[config.mk]
export PLATFORM = sky130hd
export DESIGN_NAME = systolic_feeder
export DESIGN_NICKNAME = d
export VERILOG_FILES = /design/src/rtl/systolic_feeder.sv
export SDC_FILE = /design/constraint.sdc
export NUM_CORES = 1
export LEC_CHECK = 0
export CAP_MARGIN = 20
export CORE_MARGIN = 1
export CORE_UTILIZATION = 50
export CTS_CLUSTER_SIZE = 16
export DETAILED_ROUTE_END_ITERATION = 8
export PLACE_DENSITY = 0.73
export SYNTH_ARGS = -nofsm -noshare
export SYNTH_HDL_FRONTEND = slang
export SYNTH_SLANG_ARGS = --single-unit
[constraint.sdc]
create_clock -name clk -period 4.8 [get_ports clk]
set_input_delay 0.96 -clock clk [delete_from_list [all_inputs] [get_ports clk]]
set_output_delay 0.96 -clock clk [all_outputs]
set_load 0.02 [all_outputs]
[src/rtl/systolic_feeder.sv]
// Weight-tile buffer and diagonal feature skew feeding an N x N weight-stationary systolic array.
// Optional weight reuse across passes is enabled by defining SYSTOLIC_FEEDER_WREUSE_EN.
module systolic_feeder #(
    parameter int WIDTH = 8,
    parameter int N     = 4
) (
    input  logic               clk,
    input  logic               rst,
    input  logic               start,
    input  logic [15:0]        num_vec,
    input  logic               reuse_w,
    input  logic               w_valid,
    output logic               w_ready,
    input  logic [N*WIDTH-1:0] w_data,
    input  logic               f_valid,
    output logic               f_ready,
    input  logic [N*WIDTH-1:0] f_data,
    output logic               pe_ctrl,
    output logic [N*WIDTH-1:0] pe_top,
    output logic [N*WIDTH-1:0] feat_out,
    output logic [N-1:0]       feat_en,
    output logic               busy,
    output logic               done
);

    localparam int          IDX        = $clog2(N);
    localparam logic [15:0] LAST_ROW   = 16'(N - 1);
    localparam logic [15:0] DRAIN_LAST = 16'(2 * N - 2);

    typedef enum logic [2:0] {
        S_IDLE    = 3'd0,
        S_W_FILL  = 3'd1,
        S_W_SHIFT = 3'd2,
        S_STREAM  = 3'd3,
        S_DRAIN   = 3'd4
    } state_t;

    state_t             state_r, state_s;
    logic [15:0]        cnt_r, cnt_s;
    logic [15:0]        nv_r, nv_s;
    logic               w_we_s;
    logic               xfer_s;
    logic               drain_end_s;
    logic               reuse_s;
    logic               pe_ctrl_r;
    logic [N*WIDTH-1:0] pe_top_r;
    logic               busy_r;
    logic               done_r;
    logic [N*WIDTH-1:0] wbuf_r [N];

`ifdef SYSTOLIC_FEEDER_WREUSE_EN
    assign reuse_s = reuse_w;
`else
    logic unused_reuse_s;
    assign unused_reuse_s = reuse_w;
    assign reuse_s        = 1'b0;
`endif

    assign w_ready  = (state_r == S_W_FILL);
    assign f_ready  = (state_r == S_STREAM);
    assign pe_ctrl  = pe_ctrl_r;
    assign pe_top   = pe_top_r;
    assign busy     = busy_r;
    assign done     = done_r;

    // Next-state and counter logic; the cycle carrying done does not accept start.
    always_comb begin
        state_s     = state_r;
        cnt_s       = cnt_r;
        nv_s        = nv_r;
        w_we_s      = 1'b0;
        xfer_s      = 1'b0;
        drain_end_s = 1'b0;
        case (state_r)
            S_IDLE: begin
                if (start && !done_r) begin
                    nv_s    = num_vec;
                    cnt_s   = 16'd0;
                    state_s = reuse_s ? S_W_SHIFT : S_W_FILL;
                end else begin
                    state_s = S_IDLE;
                end
            end
            S_W_FILL: begin
                if (w_valid) begin
                    w_we_s = 1'b1;
                    if (cnt_r == LAST_ROW) begin
                        cnt_s   = 16'd0;
                        state_s = S_W_SHIFT;
                    end else begin
                        cnt_s = cnt_r + 16'd1;
                    end
                end else begin
                    cnt_s = cnt_r;
                end
            end
            S_W_SHIFT: begin
                if (cnt_r == LAST_ROW) begin
                    cnt_s   = 16'd0;
                    state_s = (nv_r == 16'd0) ? S_DRAIN : S_STREAM;
                end else begin
                    cnt_s = cnt_r + 16'd1;
                end
            end
            S_STREAM: begin
                if (f_valid) begin
                    xfer_s = 1'b1;
                    if (cnt_r == nv_r - 16'd1) begin
                        cnt_s   = 16'd0;
                        state_s = S_DRAIN;
                    end else begin
                        cnt_s = cnt_r + 16'd1;
                    end
                end else begin
                    cnt_s = cnt_r;
                end
            end
            S_DRAIN: begin
                if (cnt_r == DRAIN_LAST) begin
                    drain_end_s = 1'b1;
                    cnt_s       = 16'd0;
                    state_s     = S_IDLE;
                end else begin
                    cnt_s = cnt_r + 16'd1;
                end
            end
            default: begin
                state_s = S_IDLE;
                cnt_s   = 16'd0;
            end
        endcase
    end

    // State, weight buffer and array-top outputs; pe_top is looked up with the next
    // counter value so the burst lines up with the W_SHIFT state.
    always_ff @(posedge clk) begin
        if (rst) begin
            state_r   <= S_IDLE;
            cnt_r     <= 16'd0;
            nv_r      <= 16'd0;
            pe_ctrl_r <= 1'b0;
            pe_top_r  <= {(N*WIDTH){1'b0}};
            busy_r    <= 1'b0;
            done_r    <= 1'b0;
            for (int i = 0; i < N; i++) begin
                wbuf_r[i] <= {(N*WIDTH){1'b0}};
            end
        end else begin
            state_r   <= state_s;
            cnt_r     <= cnt_s;
            nv_r      <= nv_s;
            pe_ctrl_r <= (state_s == S_W_SHIFT);
            pe_top_r  <= (state_s == S_W_SHIFT) ? wbuf_r[cnt_s[IDX-1:0]] : {(N*WIDTH){1'b0}};
            busy_r    <= (state_s != S_IDLE) || drain_end_s;
            done_r    <= drain_end_s;
            if (w_we_s) begin
                wbuf_r[cnt_r[IDX-1:0]] <= w_data;
            end
        end
    end

    for (genvar r = 0; r < N; r++) begin : g_row
        logic [WIDTH-1:0] d_r [0:r];
        logic [r:0]       e_r;

        // Row r delay line: r+1 registers, bubbles enter whenever no vector transfers.
        always_ff @(posedge clk) begin
            if (rst) begin
                for (int j = 0; j <= r; j++) begin
                    d_r[j] <= {WIDTH{1'b0}};
                end
                e_r <= '0;
            end else begin
                d_r[0] <= xfer_s ? f_data[r*WIDTH +: WIDTH] : {WIDTH{1'b0}};
                e_r[0] <= xfer_s;
                for (int j = 1; j <= r; j++) begin
                    d_r[j] <= d_r[j-1];
                    e_r[j] <= e_r[j-1];
                end
            end
        end

        assign feat_out[r*WIDTH +: WIDTH] = d_r[r];
        assign feat_en[r]                 = e_r[r];
    end

endmodule

[After elaboration in Yosys (flattened, before gate mapping)]
Memory sizes are Yosys's and may differ from the RTL's. A register that Yosys moved wholly into a read port is not among the register bits.
Index checks and enable logic that the tools add are counted.
Storage, ports and cells
  register bits after elaboration: 48
  RAM bits: 208
  input port bits: 86
  output and inout bits: 73
  logic and storage cells: 96
  memories kept: 5
Operators by class
  add/subtract/negate cells: 2
  eq/ne operators: 11
  muxes and demuxes: 46
  bitwise logic cells: 10
  reductions and logical operators: 11
Memory list
  wbuf_r: words 4, width 32, rd ports 1, clocked after memory_dff 1, write ports 4, line 49  | logic [N*WIDTH-1:0] wbuf_r [N];
  g_row[3].d_r: words 4, width 8, rd ports 4, clocked after memory_dff 0, write ports 4, line 163  | logic [WIDTH-1:0] d_r [0:r];
  g_row[2].d_r: words 3, width 8, rd ports 3, clocked after memory_dff 0, write ports 3, line 163
  g_row[1].d_r: words 2, width 8, rd ports 2, clocked after memory_dff 0, write ports 2, line 163
  g_row[0].d_r: words 1, width 8, rd ports 1, clocked after memory_dff 0, write ports 1, line 163
Operators by type and width (count)
  8-bit two-way mux: 14
  16-bit two-way mux: 6
  16-bit case mux with 5 select lines: 1
  32-bit two-way mux: 1
  32-bit OR reduction: 1
  3-bit two-way mux: 7
  16-bit by 1-bit adder with 16-bit output, second input constant: 1
  16-bit equality test: 1
  16-bit by 2-bit equality test with 1-bit output, second input constant: 1
  16-bit by 3-bit equality test with 1-bit output, second input constant: 1
  16-bit zero test: 1
  16-bit by 1-bit subtractor with 16-bit output, second input constant: 1
  1-bit two-way mux: 15
  3-bit case mux with 5 select lines: 1
  3-bit by 2-bit equality test with 1-bit output, second input constant: 3
  1-bit OR: 9
  8-bit OR reduction: 1
  2-bit inequality test, second input constant: 3
  3-bit by 1-bit equality test with 1-bit output, second input constant: 1
  3-bit equality test, second input constant: 1
  3-bit zero test: 1
  3-bit AND reduction: 1
  3-bit nonzero test: 1
  2-bit two-way mux: 1
  other kinds (6): 6

[Depth between registers and ports, before layout]
Gate-level depths: netlist of the first run.
  depth in word-level cells: 8
  depth in mapped cells: 12
  depth with buffers taken out: 10

[Worst setup path after synthesis of the first run]
No wires, ideal clock.
  kind: flip-flop to flip-flop
  from: register cnt_r[0]
  to: memory wbuf_r[3][0] (netlist bit) (enable)
  library setup time: 466 ps
  data arrival time: 3473 ps
  data required time: 4334 ps
  slack: 862 ps
  stages on the path, launching flop included: 6
  buffers on the path: 3
  period minus slack after synthesis: 3938 ps
  cells stage by stage: dfxtp_1 clkbuf_1 clkbuf_1 clkbuf_1 nand2_1 o21ai_0
RTL lines
  from (decl): line 39  | logic [15:0] cnt_r, cnt_s;
  from (signal assigned): line 150  | cnt_r <= cnt_s;
  to (decl): line 49

[Final worst setup path of the first run]
  from: register nv_r[0]
  to: register cnt_r[5]
On the way
  longest elaborated chain between the ends: 5
Ends and longest elaborated chain
  from (decl): line 40  | logic [15:0] nv_r, nv_s;
  from (signal assigned): line 151  | nv_r <= nv_s;
  16-bit by 1-bit subtractor with 16-bit output: line 108  | if (cnt_r == nv_r - 16'd1) begin
  16-bit equality test: line 108
  16-bit two-way mux: line 108
  16-bit two-way mux: line 106  | if (f_valid) begin
  16-bit case mux with 5 select lines: line 74  | case (state_r)
No other way between the ends. The select of a mux whose other input is x is not followed.
A chain may end at the register's enable or synchronous reset.

==> summary.txt, run 1 <==
Power and ir drop
  – Leakage power: 5.59 nW
  – Peak VDD IR: 0.264 mV
  – Pwr dens: 362 mW/mm^2
  – Total chip power: 5.37 mW

Finish
  – Area grow syn2layout: 21.6%
  – Antenna Cells: 0
  – NumNets Final: 1362
  – Fill cells: 1931
  – Register area: 0.00693 mm^2
  – Layout cells sized above 1: 6.87%
  – Final Util: 62.5%
  – Area of the multi-input gates: 0.00473 mm^2

Synth
  – Top post-synthesis cells by area: edfxtp_1 (32%), dfxtp_1 (25%), nand2_1 (5.6%), and2_1 (5.0%), a221oi_1 (4.6%)
  – Ys Warns: 0
  – Top cell type's share of synthesized area: 31.6%
  – Async SR Flop Fraction: 0%
  – Mapped Nets: 1272
  – Yosys cell types: 54
  – Mapped Area: 0.0122 mm^2
  – Post-synth top cells: nand2_1 (181), dfxtp_1 (154), edfxtp_1 (128)
  – Syn Inst Count: 1183
  – Most used flip-flop cell after synthesis: dfxtp_1
  – Most common cell in the netlist: nand2_1
  – EDFF count, synth: 128
  – Seq cells post-synth: 282
  – Register area share after synthesis: 56.9%
  – Avg Synthesized Cell Area: 10.3 um^2
  – Cell taking the most area after synthesis: edfxtp_1

Clock tree
  – CTS tree: built
  – Clk slew on worst S/H paths: 0.06 ns
  – PostCTS Resize Cnt: 0
  – Hold-fix buffers, CTS: 0
  – CTS Buf Count: 29
  – Total setup buffers inserted after CTS: 0
  – Clk root buf: clkbuf_16
  – CTS sink cnt: 282
  – H-tree Lvls: 1
  – Latest clock arrival within the worst-skew pair: 0.56 ns
  – CTS Buffer Depth: 3

STA
  – Final Hold Slack: 0.433 ns
  – Worst slew pin tran: 1.07 ns
  – Final setup TNS: 0 ns
  – Clock Skew: 0.0166 ns
  – RSZ-0062 raised after global routing: no
  – Fin crit share: 75.2%
  – Max_slew headroom: 28.6%
  – Final hold vios: 0
  – Setup violations, final: 0
  – Min Tclk post-route: 3.61 ns
  – Fmax: 277 MHz
  – Slew Viols, Final: 0

Routing
  – Initial drt markers: 697
  – Antenna Nets Post-Route: 0
  – Wire per inst: 17.9 um
  – Total wire length: 28900 um
  – DRC viols: 0
  – Via Count: 9246
  – Pre-antenna DRT Iters: 5
  – Vias per cell: 5.73

Setup path
  – Startpoint Class: flop
  – Critical Path RT: 5.24 ns
  – Setup Crit Path Kind: flop to flop
  – R2r setup slk: 1.19 ns
  – Crit. End Element: flop
  – Worst Path Max Fanout: 25
  – CP Data Arrival Time: 4.05 ns

Global route
  – Pin count of the biggest net entering global routing: 107
  – Total congestion overflow: 0
  – Vias in the first global route: 8746
  – Initial antenna violation count: 0
  – First-pass GRT wire length: 45100 um
  – Tot GR Track Use: 23.2%

Placement
  – PortBufs: 157
  – Post-DP HPWL: 16200 um
  – GPL Wtd Cong: 0.839

Floorplanning
  – Die Footprint: 0.0250 mm^2
  – Ports: 159
  – Chip width: 158 um
  – Core footprint: 0.0237 mm^2
  – Initial core utilization: 51.4%
  – Die height: 158 um
  – Number of cell rows: 56

Min path
  – Worst hold path type: flop to flop

Job
  – Max-cap viol count: 0

Run status
  – Status: completed
==> critical path: stages, from the launching register on <==
cell     delay, ns
dfxtp_1       0.37
inv_1         0.09
ha_1          0.27
nor3b_1       0.54
nand3_1       0.26
nor4b_1       0.45
nor2_1        0.09
or4b_4        0.55
o311a_4       0.49
a21o_1        0.19
a22o_1        0.17
==> final timing paths <==
kind,cells after the start,start,to
worst max-delay path,10,nv_r[0]$_SDFFE_PP0P_,cnt_r[5]$_SDFFE_PP0P_
worst min-delay path,1,g_row[3].d_r[2][3]$_SDFF_PP0_,g_row[3].d_r[3][3]$_SDFF_PP0_
worst min register to register,1,g_row[3].d_r[2][3]$_SDFF_PP0_,g_row[3].d_r[3][3]$_SDFF_PP0_
worst max register to register,10,nv_r[0]$_SDFFE_PP0P_,cnt_r[5]$_SDFFE_PP0P_
==> stage by stage <==
stage / worst slack [ns] / instances / instance area, um^2
detailed placement: 0.931 / 1561 / 13800
global route: 1.03 / 1615 / 14800
CTS: 1.25 / 1615 / 14800
floorplan: 0.862 / 1183 / 12200
global placement: 1.03 / 1561 / 13800
finish: 1.19 / 1615 / 14800
==> cells in the final DEF (no fill, tap or decap), types with 3 or more instances in the layout <==
master           count
a31oi_1             67
clkbuf_1             3
dfxtp_1            153
nor3_1              12
o21ai_1              5
clkdlybuf4s50_1    156
xor2_1               4
nor2_1              18
or2_2                6
nand4_1              8
a221oi_1            64
clkbuf_8             3
clkinv_1             3
nand2_1            181
a21o_1               3
mux2i_1              6
nor4_1               8
nand2b_1             7
clkinv_2             6
inv_1               16
o211ai_1             4
and3_1              72
a22o_1              36
xnor2_1             20
nand3_1             20
a21oi_1             31
o21ai_0              4
buf_4               18
nor2b_1             56
ha_1                 3
edfxtp_1           128
and2_1              97
nor4_2               3
clkbuf_16           31
==> cell families (layout without fill, tap and decap cells) <==
logic type	count (synthesis)	after routing	synth area share [%]
xor+xnor	24	24	1.73
flops	282	282	56.9
mux	6	6	0.493
fa+ha+maj	3	3	0.308
buf+inv	133	246	4.77
simple gates	507	507	22.1
compound gates	228	228	13.7
==> layout make-up <==
| cell class | count | area share, % |
|---|---|---|
| tap | 319 | 2.70 |
| timing repair buffer | 175 | 11.5 |
| clock inverter | 16 | 1.02 |
| inverter | 17 | 0.431 |
| sequential | 282 | 46.8 |
| multi-input combinational | 768 | 31.9 |
| clock buffer | 38 | 5.63 |
==> sequential cells by signal, indices dropped and copies added, names as in the netlist, 3 cells and up <==
name / count
state_r: 3
g_row.e_r: 4
g_row.d_r: 80
cnt_r: 16
wbuf_r: 128
nv_r: 16
pe_top: 32
==> routing by layer <==
| layer | wire [um] | GRT usage (%) | vias to the layer above |
|---|---|---|---|
| met5 | 0 | 0 | - |
| met4 | 638 | 7.55 | 0 |
| met3 | 1780 | 3.31 | 45 |
| met2 | 14600 | 41.1 | 299 |
| met1 | 11900 | 29.1 | 4474 |
| li1 | - | - | 4428 |
==> where the power goes <==
part           total (mW)  leakage (nW)  switching [mW]  internal [mW]
combinational       0.479          2.53           0.279          0.200
clock                2.27         0.486           0.934           1.34
sequential           2.62          2.57          0.0459           2.57
total                5.37          5.59            1.26           4.11
Note: power is estimated with default switching activity, not from simulation.
==> inputs of run 2 (changes only) <==
Settings changed: PLACE_DENSITY 0.73 to 0.76.
Clock period 4.8 ns to 2.9 ns, I/O delays scaled along.
==> run 2 against run 1 <==
- the flow now finishes with violations (setup timing)
- fmax is 24% higher
- via count is 2.2% higher
- critical path depth is 1 lower
- sequential cell count stayed put
- global-route usage is 0.15 points lower
- cell count is 2.3% higher
- power is 70% higher
- count of clock-buffer cells in the layout is 2 higher
- largest power group unchanged
- highest routed layer unchanged
==> summary.txt, run 2 (synthesis gave the netlist of run 1 again) <==
Power and ir drop
  – Leakage power: 5.89 nW
  – Combinational share of power: 10.0%
  – Pwr dens: 592 mW/mm^2
  – Total chip power: 9.14 mW
  – Int Power: 7.01 mW
  – Sequential share of power: 47.2%
  – Peak VDD IR: 0.484 mV
  – Clock network power share: 42.8%
  – NetSw: 2.13 mW
  – Sw Ratio: 23.3%

STA
  – Final hold vios: 0
  – Setup violations, final: 4
  – Worst slew pin tran: 0.979 ns
  – Slew Viols, Final: 0
  – Fin crit share: 100%
  – Max_slew headroom: 34.7%
  – Min Tclk post-route: 2.90 ns
  – RSZ-0062 raised after global routing: yes
  – Fmax: 344 MHz
  – Final WS setup: -0.00438 ns
  – Clock Skew: 0.0136 ns

Clock tree
  – CTS Buf Count: 29
  – CTS tree: built
  – Latest clock arrival within the worst-skew pair: 0.56 ns
  – H-tree Lvls: 1
  – Clk slew on worst S/H paths: 0.07 ns
  – CTS Buffer Depth: 3
  – CTS sink cnt: 282
  – Clk root buf: clkbuf_16

Routing
  – Total wire length: 29300 um
  – Vias per cell: 5.72
  – Initial drt markers: 964
  – Via Count: 9448
  – DRC viols: 0
  – Wire per inst: 17.8 um
  – Antenna Nets Post-Route: 0
  – Pre-antenna DRT Iters: 6

Setup path
  – Reg2reg start: nv_r[1]$_SDFFE_PP0P_
  – R2r endpoint: cnt_r[6]$_SDFFE_PP0P_
  – R2r setup slk: -0.004 ns
  – Startpoint Class: flop
  – CP Cell Sequence: or4_4 -> nor4_4 -> xnor2_1 -> nand4b_1 -> or4b_4 -> o311a_4 -> buf_12 -> a21oi_4 -> mux2i_1
  – Crit-path slowest cell: or4_4
  – Critical Path RT: 3.34 ns
  – Crit. End Element: flop
  – CP Data Arrival Time: 3.35 ns
  – Worst R2R Path Depth: 9
  – CP endpoint: cnt_r[6]$_SDFFE_PP0P_
  – Critical path origin: nv_r[1]$_SDFFE_PP0P_
  – Worst Path Max Fanout: 5
  – Setup Crit Path Kind: flop to flop
  – CP peak stage delay: 0.55 ns

Global route
  – Vias in the first global route: 8915
  – Total congestion overflow: 0
  – First-pass GRT wire length: 45200 um
  – Tot GR Track Use: 23.1%
  – Pin count of the biggest net entering global routing: 81
  – Initial antenna violation count: 0

Run status
  – Status: finished with violations
  – Failing checks: setup timing

Finish
  – Commonest non-fill, non-tap cell in the layout: nand2_1
  – Max FFs per register: 128
  – NumNets Final: 1399
  – Layout cells sized above 1: 11.0%
  – Most frequent cells in the layout: nand2_1 (181), clkdlybuf4s50_1 (156), dfxtp_1 (151)
  – Final Non-Filler Cells: 1652
  – Largest reg by FF count: wbuf_r
  – Area grow syn2layout: 26.9%
  – Antenna Cells: 0

Min path
  – Worst hold path type: input port to flop
  – Hold_sp: rst

Floorplanning
  – Core footprint: 0.0237 mm^2
  – Die height: 158 um
  – Chip width: 158 um
  – Die Footprint: 0.0250 mm^2
  – Number of cell rows: 56
  – Initial core utilization: 51.4%
  – Ports: 159

Placement
  – PortBufs: 157
  – Post-DP HPWL: 16500 um
  – Placed instance count: 1592
  – GPL Wtd Cong: 0.869
  – Setup WS pre-CTS: -0.0655 ns

Job
  – Max-cap viol count: 0
-- run 2: changes by cell type in the layout (fill, tap and decap cells not counted), moves of 3 or more --
| cell | change |
|---|---|
| a21oi_2 | +7 |
| a21oi_1 | -9 |
| buf_4 | +21 |
| nor4_1 | -3 |
| clkinv_2 | +3 |
| clkbuf_8 | -3 |
| buf_12 | +13 |
| clkbuf_16 | +6 |
| nor4_2 | +3 |
-- run 2: what timing repair did --
item / 4_1_cts / 5_1_grt
setup buffers: 0 / 3
endpoints found under the setup margin: 11 / 46
cloned: 0 / 3
pin swaps: 2 / 9
resized for setup: 2 / 20
hold buffers: 0 / 0
-- run 2: how the worst min path moves through the flow --
stage | endpoint | cells past startpoint
3_5_place_dp | g_row[3].d_r[2][1]$_SDFF_PP0_ | 1
4_1_cts | cnt_r[0]$_SDFF_PP0_ | 2
5_1_grt | cnt_r[0]$_SDFF_PP0_ | 2
2_1_floorplan | g_row[1].d_r[0][10]$_SDFF_PP0_ | 1
3_3_place_gp | g_row[2].d_r[0][20]$_SDFF_PP0_ | 1
6_report | cnt_r[0]$_SDFF_PP0_ | 2
-- run 2: worst max-delay path, delay by kind of cell (launching register included) --
kind | cells | cell delay (ns)
AOI/OAI and AO/OA | 2 | 0.54
xor gates and xnor gates | 1 | 0.12
buffers and inverters | 1 | 0.16
DFF | 1 | 0.33
muxes | 1 | 0.09
and+or+nand+nor | 4 | 1.55
-- run 2: layout make-up --
class                           instances  area [um^2]
Multi-Input combinational cell        769         4850
Timing Repair Buffer                  211         2170
Tap cell                              319          399
Sequential cell                       282         6930
Clock buffer                           40          895
Inverter                               17         63.8
Fill cell                            1834         8240
Clock inverter                         14          135
-- run 2: through the flow --
| step | setup TNS (ns) | hold WS, ns | cell area [um^2] | util [%] |
|---|---|---|---|---|
| 3_5_place_dp | -0.326 | 0.420 | 14200 | 60.0 |
| 2_1_floorplan | 0 | 0.414 | 12200 | - |
| 5_1_grt | -1.12 | 0.393 | 15400 | 65.2 |
| 3_3_place_gp | 0 | 0.416 | 14200 | 60.0 |
| 6_report | -0.0105 | 0.390 | 15400 | 65.2 |
| 4_1_cts | 0 | 0.355 | 15300 | 64.4 |
-- run 2: layer usage --
| metal | GRT usage, % | wire (um) | vias to the layer above |
|---|---|---|---|
| met1 | 29.1 | 12000 | 4547 |
| li1 | - | - | 4510 |
| met3 | 3.04 | 1810 | 52 |
| met2 | 40.4 | 14800 | 339 |
| met5 | 0 | 0 | - |
| met4 | 8.29 | 698 | 0 |
-- run 2: power groups by stage --
| stage | Combinational (mW) | Clock (mW) | Sequential [mW] |
|---|---|---|---|
| after floorplan | 0.528 | 0 | 4.39 |
| after global placement | 0.848 | 0 | 4.39 |
| after detailed placement | 0.873 | 0 | 4.40 |
| after CTS | 0.881 | 3.98 | 4.31 |
| after global routing | 0.995 | 4.12 | 4.33 |
| final | 0.911 | 3.91 | 4.32 |
==> inputs of run 3 (changes only) <==
Settings changed: CAP_MARGIN 20 to default.
==> results of run 3 <==
The final DEF is identical to that of run 2; final timing and power are the same.
